===== src/rtl/dispatch_queue_mw_if.sv =====
// Enqueue/dequeue bus for the multi-wide dispatch queue.
// master: decode/rename + issue side; slave: the queue itself.
interface dispatch_queue_mw_if #(
  parameter int unsigned ENTRY_W = 65,
  parameter int unsigned ENQ_W   = 2,
  parameter int unsigned DEQ_W   = 2
);
  logic [ENQ_W-1:0]         in_valid;
  logic [ENQ_W*ENTRY_W-1:0] in_data;
  logic                     in_ready;
  logic [DEQ_W-1:0]         out_valid;
  logic [DEQ_W*ENTRY_W-1:0] out_data;
  logic [DEQ_W-1:0]         deq_en;

  modport master (
    output in_valid, in_data, deq_en,
    input  in_ready, out_valid, out_data
  );

  modport slave (
    input  in_valid, in_data, deq_en,
    output in_ready, out_valid, out_data
  );
endinterface


===== src/rtl/dispatch_queue_mw.sv =====
// Multi-wide circular dispatch queue between decode/rename and issue.
// Up to ENQ_W entries enter per cycle (all-or-nothing), the oldest DEQ_W
// entries are presented combinationally in program order, and issue pops up
// to DEQ_W per cycle. flush empties the queue synchronously.
// Optional macro DISPATCH_QUEUE_PERF_EN adds saturating stall/empty counters.
module dispatch_queue_mw #(
  parameter int unsigned DEPTH   = 16,
  parameter int unsigned ENTRY_W = 65,
  parameter int unsigned ENQ_W   = 2,
  parameter int unsigned DEQ_W   = 2
) (
  input  logic                    clk,
  input  logic                    rst_n,
  input  logic                    flush,
  dispatch_queue_mw_if.slave      bus,
  output logic [$clog2(DEPTH):0]  count,
  output logic                    full,
  output logic                    empty
`ifdef DISPATCH_QUEUE_PERF_EN
  ,
  output logic [31:0]             perf_stall_cycles,
  output logic [31:0]             perf_empty_cycles
`endif
);

  localparam int unsigned IdxW = $clog2(DEPTH);
  localparam int unsigned PtrW = IdxW + 1;

  // Pointers carry a wrap bit above the index; count is kept explicitly.
  logic [PtrW-1:0]    wr_ptr_q, wr_ptr_d;
  logic [PtrW-1:0]    rd_ptr_q, rd_ptr_d;
  logic [PtrW-1:0]    count_q, count_d;
  logic [ENTRY_W-1:0] mem_q [DEPTH];

  logic [PtrW-1:0]    enq_lead, deq_lead;
  logic [PtrW-1:0]    n_enq, n_deq;
  logic               enq_fire;
  logic [IdxW-1:0]    wr_idx, rd_idx;

  assign wr_idx = wr_ptr_q[IdxW-1:0];
  assign rd_idx = rd_ptr_q[IdxW-1:0];

  // Leading-ones counts of the lane masks; lanes after the first zero are ignored.
  always_comb begin : lead_ones
    logic enq_run;
    logic deq_run;
    enq_lead = '0;
    deq_lead = '0;
    enq_run  = 1'b1;
    deq_run  = 1'b1;
    for (int unsigned i = 0; i < ENQ_W; i++) begin
      if (enq_run && bus.in_valid[i]) begin
        enq_lead = enq_lead + PtrW'(1);
      end else begin
        enq_run = 1'b0;
      end
    end
    for (int unsigned i = 0; i < DEQ_W; i++) begin
      if (deq_run && bus.deq_en[i]) begin
        deq_lead = deq_lead + PtrW'(1);
      end else begin
        deq_run = 1'b0;
      end
    end
  end

  // Readiness looks only at registered occupancy, never at same-cycle pops.
  assign bus.in_ready = (PtrW'(DEPTH) - count_q) >= PtrW'(ENQ_W);

  // Flush wins over both enqueue and dequeue.
  assign enq_fire = bus.in_ready && !flush;

  // Accepted enqueue and clamped dequeue amounts for this cycle.
  always_comb begin
    n_enq = enq_fire ? enq_lead : '0;
    n_deq = '0;
    if (!flush) begin
      n_deq = (deq_lead > count_q) ? count_q : deq_lead;
    end
  end

  // Next-state pointers and occupancy.
  always_comb begin
    wr_ptr_d = wr_ptr_q + n_enq;
    rd_ptr_d = rd_ptr_q + n_deq;
    count_d  = count_q + n_enq - n_deq;
    if (flush) begin
      wr_ptr_d = '0;
      rd_ptr_d = '0;
      count_d  = '0;
    end
  end

  // Pointer and count registers.
  always_ff @(posedge clk or negedge rst_n) begin
    if (!rst_n) begin
      wr_ptr_q <= '0;
      rd_ptr_q <= '0;
      count_q  <= '0;
    end else begin
      wr_ptr_q <= wr_ptr_d;
      rd_ptr_q <= rd_ptr_d;
      count_q  <= count_d;
    end
  end

  // Entry storage write; intentionally not reset.
  always_ff @(posedge clk) begin
    for (int unsigned i = 0; i < ENQ_W; i++) begin
      if (enq_fire && (PtrW'(i) < enq_lead)) begin
        mem_q[wr_idx + IdxW'(i)] <= bus.in_data[i*ENTRY_W +: ENTRY_W];
      end
    end
  end

  // Zero-latency read of the oldest DEQ_W entries; newly written data shows next cycle.
  always_comb begin
    bus.out_valid = '0;
    bus.out_data  = '0;
    for (int unsigned i = 0; i < DEQ_W; i++) begin
      bus.out_valid[i]                      = count_q > PtrW'(i);
      bus.out_data[i*ENTRY_W +: ENTRY_W]    = mem_q[rd_idx + IdxW'(i)];
    end
  end

  assign count = count_q;
  assign full  = (count_q == PtrW'(DEPTH));
  assign empty = (count_q == '0);

`ifdef DISPATCH_QUEUE_PERF_EN
  logic [31:0] stall_cyc_q;
  logic [31:0] empty_cyc_q;

  // Saturating performance counters; only rst_n clears them, flush does not.
  always_ff @(posedge clk or negedge rst_n) begin
    if (!rst_n) begin
      stall_cyc_q <= '0;
      empty_cyc_q <= '0;
    end else begin
      if ((|bus.in_valid) && !bus.in_ready && (stall_cyc_q != 32'hFFFF_FFFF)) begin
        stall_cyc_q <= stall_cyc_q + 32'd1;
      end
      if (empty && (empty_cyc_q != 32'hFFFF_FFFF)) begin
        empty_cyc_q <= empty_cyc_q + 32'd1;
      end
    end
  end

  assign perf_stall_cycles = stall_cyc_q;
  assign perf_empty_cycles = empty_cyc_q;
`endif

endmodule


===== src/flat_wrapper.sv =====
// flat-port wrapper written by rule: the top's interface ports become plain ports
module dispatch_queue_mw_flat 
#(
  parameter int unsigned DEPTH   = 16,
  parameter int unsigned ENTRY_W = 65,
  parameter int unsigned ENQ_W   = 2,
  parameter int unsigned DEQ_W   = 2
)
  (clk, rst_n, flush, count, full, empty, bus_in_valid, bus_in_data, bus_deq_en, bus_in_ready, bus_out_valid, bus_out_data);
  dispatch_queue_mw_if #(.ENTRY_W(ENTRY_W), .ENQ_W(ENQ_W), .DEQ_W(DEQ_W)) bus_i ();
  input  logic clk;
  input  logic rst_n;
  input  logic flush;
  output logic [$clog2(DEPTH):0] count;
  output logic full;
  output logic empty;
  input wire logic [$bits(bus_i.in_valid)-1:0] bus_in_valid;
  input wire logic [$bits(bus_i.in_data)-1:0] bus_in_data;
  input wire logic [$bits(bus_i.deq_en)-1:0] bus_deq_en;
  output wire logic [$bits(bus_i.in_ready)-1:0] bus_in_ready;
  output wire logic [$bits(bus_i.out_valid)-1:0] bus_out_valid;
  output wire logic [$bits(bus_i.out_data)-1:0] bus_out_data;
  assign bus_i.in_valid = bus_in_valid;
  assign bus_i.in_data = bus_in_data;
  assign bus_i.deq_en = bus_deq_en;
  assign bus_in_ready = bus_i.in_ready;
  assign bus_out_valid = bus_i.out_valid;
  assign bus_out_data = bus_i.out_data;
  dispatch_queue_mw #(.DEPTH(DEPTH), .ENTRY_W(ENTRY_W), .ENQ_W(ENQ_W), .DEQ_W(DEQ_W)) u_core (.clk(clk), .rst_n(rst_n), .flush(flush), .bus(bus_i), .count(count), .full(full), .empty(empty));
endmodule

===== config.mk =====
export PLATFORM = sky130hd
export DESIGN_NAME = dispatch_queue_mw_flat
export DESIGN_NICKNAME = d
export VERILOG_FILES = /design/src/rtl/dispatch_queue_mw_if.sv /design/src/rtl/dispatch_queue_mw.sv /design/src/flat_wrapper.sv
export SDC_FILE = /design/constraint.sdc
export NUM_CORES = 2
export LEC_CHECK = 0
export BUFFER_PORTS_ARGS = -buffer_cell sky130_fd_sc_hd__clkbuf_2
export CAP_MARGIN = 15
export CORE_UTILIZATION = 65
export DETAILED_ROUTE_END_ITERATION = 8
export GPL_ROUTABILITY_DRIVEN = 0
export HOLD_SLACK_MARGIN = 0.03
export PLACE_DENSITY_LB_ADDON = 0.05
export SYNTH_ARGS = -nofsm -noshare
export SYNTH_HDL_FRONTEND = slang
export SYNTH_SLANG_ARGS = --single-unit
export TNS_END_PERCENT = 5

===== constraint.sdc =====
create_clock -name clk -period 20.9 [get_ports clk]
set_input_delay 2.09 -clock clk [delete_from_list [all_inputs] [get_ports clk]]
set_output_delay 2.09 -clock clk [all_outputs]
set_load 0.02 [all_outputs]

* Yosys cells after proc, flatten, opt, wreduce, memory -nomap -nowiden
Memories as Yosys holds them, arrays and structs flattened.
Cells that the tools add are included.
** Word-level totals
- Word-level logic and storage cells :: 43
- Memory bits (writable) :: 1040
- Bits of input ports :: 137
- Register bits :: 15
- Memories :: 1
- Output and inout bits :: 140
** Memory list
- u_core.mem_q :: depth 16, width 65, rd ports 2, clocked after memory_dff 0, wr ports 2, RTL line dispatch_queue_mw.sv:33 : logic [ENTRY_W-1:0] mem_q [DEPTH];
** Cells by class
- Reduce and logical (&&, ||, !) cells :: 7
- Equality and inequality tests :: 1
- Order comparisons :: 6
- Add/subtract/negate cells :: 9
- Multiplexer cells :: 16
** Operators with widths (count)
- $mux 5 :: 8
- $add 5x5->5 :: 3
- $gt 5x1->1 const B :: 2
- $lt 1x5->1 const A :: 2
- $add 4x1->4 const B :: 2
- $mux 1 :: 8
- $add 5x1->5 const B :: 1
- $eq 5x5->1 const B :: 1
- $ge 5x2->1 const B :: 1
- $gt 5x5->1 :: 1
- $logic_and 1x1->1 :: 5
- $logic_not 5->1 :: 1
- $sub 5x5->5 :: 1
- $sub 5x5->5 const A :: 1
- $add 1x1->2 const B :: 1
- $logic_not 1->1 :: 1

* Longest topological paths before layout
- Word-level depth :: 8
- Gate-level depth with buffers :: 13

* Worst setup path before layout
Ideal clock, no wire load.
- Kind :: input port to flip-flop
- Start point :: in flush
- End point :: mem u_core.mem_q[10][0] (enable)
- Stages :: 4
- Library setup time :: 578 ps
- Data arrival time :: 7651 ps
- Setup slack :: 12671 ps
- Cell sequence :: nand2b_1 > nor3b_2 > nand2_1 > o21ai_0
** RTL lines
- start: declaration :: RTL line flat_wrapper.sv:13 : input logic flush;
- end: declaration :: RTL line dispatch_queue_mw.sv:33

* Worst setup path in the final report
- Start point :: reg u_core.rd_ptr_q[0]
- End point :: out bus_out_data[103]
** Between the ends
- Longest elaborated chain between the ends :: 2
** Ends and longest elaborated chain
- start: declaration :: RTL line dispatch_queue_mw.sv:31 : logic [PtrW-1:0] rd_ptr_q, rd_ptr_d;
- start signal: assignment :: RTL line dispatch_queue_mw.sv:102 : rd_ptr_q <= rd_ptr_d;
- $add 4x1->4 :: RTL line dispatch_queue_mw.sv:122 : bus.out_data[i*ENTRY_W +: ENTRY_W] = mem_q[rd_idx + IdxW'(i)];
- $mem_v2 16x65
- end: declaration :: RTL line flat_wrapper.sv:22 : output wire logic [$bits(bus_i.out_data)-1:0] bus_out_data;
No other way between the ends.

==> impl_metrics.toml <==
[synth]
synthMostInstantiatedCell = "edfxtp_1"
synth-main-ff-cell = "edfxtp_1"
synth_edf_count = 1040
async_reset_ff_frac = 0.01235
synth_cell_types = 47
syn-cell-area_um2 = 62330
yosys_warnings = 0
syn_inst = 3714
syn_area_per_cell_um2 = 16.78
synth_top_area_frac = 0.5010
ys_seq_elements = 1053
synth_area_leaders = "edfxtp_1, mux4_2, mux2_2"
yosysTopAreaCell = "edfxtp_1"
synth_common_cells = "edfxtp_1, mux2_2, mux4_2, mux2i_1, clkbuf_1"
synth-seq-area-share = 0.5062

[worst_setup_path]
cp-startpoint = "u_core.rd_ptr_q[0]"
cp_max_fo = 130
worstPathArrival_ps = 5680
criticalPathCategory = "flip-flop to primary output"
r2r-start = "u_core.count[0]"
reg2regPathDepth = 10
cp.required_ps = 18810
end_kind = "primary output"
r2r-end = "u_core.mem_q[5][50]"
crit_end = "bus_out_data[103]"
crit_path_start_kind = "flip-flop"
regToRegSetupSlack_ps = 15550

[sta]
fmax_mhz = 128.6
finalSetupTns_ps = 0
hold_viol = 0
rsz0062_at_grt = "false"
finalCritPeriodShare = 0.3720
finalSetupViolCount = 0
max-slew-margin-rel = 0.1821
min_period_ps = 7774
worst_pin_slew_ps = 1227
maxSlewViolCount = 0
finalClockSkew_ps = 23.80

[detailed_routing]
ant_nets = 0
drtIter0Drc = 5290
wire_per_inst_um = 36.66
vias = 39100
drc = 0
vias_per_cell = 7.631
routed_wl_mm = 187.8
first_pass_iters = 6

[clocking]
cts_resized = 0
clk_latency_ps = 710
htreeDepth = 3
cts-root-buf = "clkbuf_16"
hold_buffers = 0
cts_tree = "built"
post-cts-setup-buffers = 0
path_clk_slew_ps = 60
cts_sinks = 1053
cts_buffers = 112
clk_path_buf_depth = 3

[pwr]
ir_drop_v = 0.0001035
power.leakage_nw = 22.84
power.density_nw_per_um2 = 95.10

[run]
drv_cap = 0

[placed_design]
post-dp-hpwl_mm = 98.75
port_buffers = 276
place_inst = 4910

[floorplan]
core-area_um2 = 95010
initial_core_util = 0.6561
ios = 277
dieArea_um2 = 97140
rows = 113
die_x_um = 311.7
die-height_um = 311.7

[status]
outcome = "completed"

[layout]
fin_cells = 5123
drive_gt1_frac = 0.5350
finalNetCount = 3919
area_delta_synth_final_pct = 8.694

[global_routing]
grt_pass1_vias = 39540
grt_pass1_wl_mm = 270.1
grt_use_total = 0.3854
antenna_found_initial = 16
grt_max_degree = 150
grt_overflow_total = 0

[hold_path]
hp-class = "flip-flop to flip-flop"
[worst min path at each step]
stage | from | endpoint | cells after the start | slack, ps
CTS | u_core.wr_ptr_q[3] | u_core.wr_ptr_q[3] | 2 | 630
global route | u_core.wr_ptr_q[3] | u_core.wr_ptr_q[3] | 2 | 660
floorplan | u_core.wr_ptr_q[3] | u_core.wr_ptr_q[3] | 2 | 570
finish | u_core.wr_ptr_q[3] | u_core.wr_ptr_q[3] | 2 | 640
detailed placement | u_core.wr_ptr_q[3] | u_core.wr_ptr_q[3] | 2 | 630
global placement | u_core.wr_ptr_q[3] | u_core.wr_ptr_q[3] | 2 | 610
[report_power, final]
| part | leakage [nW] | switching [mW] | internal, mW |
|---|---|---|---|
| clock | 1.78 | 0.847 | 1.14 |
| combinational | 11.5 | 1.14 | 0.874 |
| sequential | 9.54 | 0.0596 | 2.39 |
| total | 22.8 | 2.05 | 4.40 |
[cell type report]
| class | count | area (µm²) |
|---|---|---|
| fillers | 6213 | 27260 |
| diodes | 6 | 15.01 |
| flip-flops and latches | 1053 | 31570 |
| clock inverters | 64 | 534.3 |
| repair buffers | 357 | 2039 |
| clock buffers | 142 | 3062 |
| inverters | 14 | 56.30 |
| multi-input cells | 2222 | 28890 |
| well taps | 1265 | 1583 |
[metrics by stage]
| stage | util | total power, mW | setup WS, ps | cell area [µm²] | hold WS, ps |
|---|---|---|---|---|---|
| 2_1_floorplan | - | 3.890 | 12670 | 62340 | 574.9 |
| 3_3_place_gp | 0.6749 | 4.427 | 13920 | 64120 | 607.4 |
| 6_report | 0.7131 | 6.443 | 13130 | 67750 | 635.1 |
| 5_1_grt | 0.7131 | 6.622 | 12800 | 67750 | 661.1 |
| 4_1_cts | 0.7127 | 6.430 | 13100 | 67720 | 633.3 |
| 3_5_place_dp | 0.6749 | 4.475 | 13810 | 64120 | 625.3 |
[layer usage]
layer	routed length [µm]	vias to the layer above	global-route usage	share of wire
li1	-	15470	-	-
met1	68580	20430	0.5237	0.37
met2	90250	2661	0.6161	0.48
met3	20620	520	0.07194	0.11
met4	8254	20	0.1629	0.044
met5	94	-	0	0.00050
[worst max-delay path: stages (launching register included)]
cell	delay, ps
dfrtp_4	920
buf_12	660
buf_4	910
buf_4	870
mux4_2	620
mux4_2	530
clkbuf_2	190
[flip-flops by register name (all words and copies together) (netlist names)]
register and cells:
u_core.wr_ptr_q 4, u_core.rd_ptr_q 4, u_core.count 5, u_core.mem_q 1040
[layout by cell type (no fill, tap or decap), types with 5 or more instances in the layout]
cell       Yosys  final
nor3_1         8      5
diode_2        0      6
o21ai_4        0     13
a21oi_1        7      5
mux2i_1      263    263
mux2_4       195    195
bufinv_16      0      9
nor2b_1       10      9
clkinv_1       0     21
o21ai_0       83     70
a221oi_1     130    130
inv_1         13     12
clkinv_2       1     30
nand3_4        4     13
clkbuf_2       0    276
clkbuf_16      0    117
ha_1          18     17
mux2_2       843    843
nor2_1        14     14
nand2_1       73     73
a22oi_1       65     65
mux4_2       455    455
dfrtp_1       13      9
buf_4         51     77
clkbuf_1     218     21
edfxtp_1    1040   1040
[cell families (layout without fill, tap and decap cells)]
logic type	after synthesis	count (layout)	synth area share
xor gates and xnor gates	8	8	0.001124
muxes	1760	1760	0.4066
and+or+nand+nor	139	139	0.01120
adders and majority gates	22	22	0.004898
other	2	9	0.0001205
AOI/OAI and AO/OA	290	290	0.03400
buffers and inverters	440	577	0.03581
DFF	1053	1053	0.5062
Power figures use the tool's default switching activity.
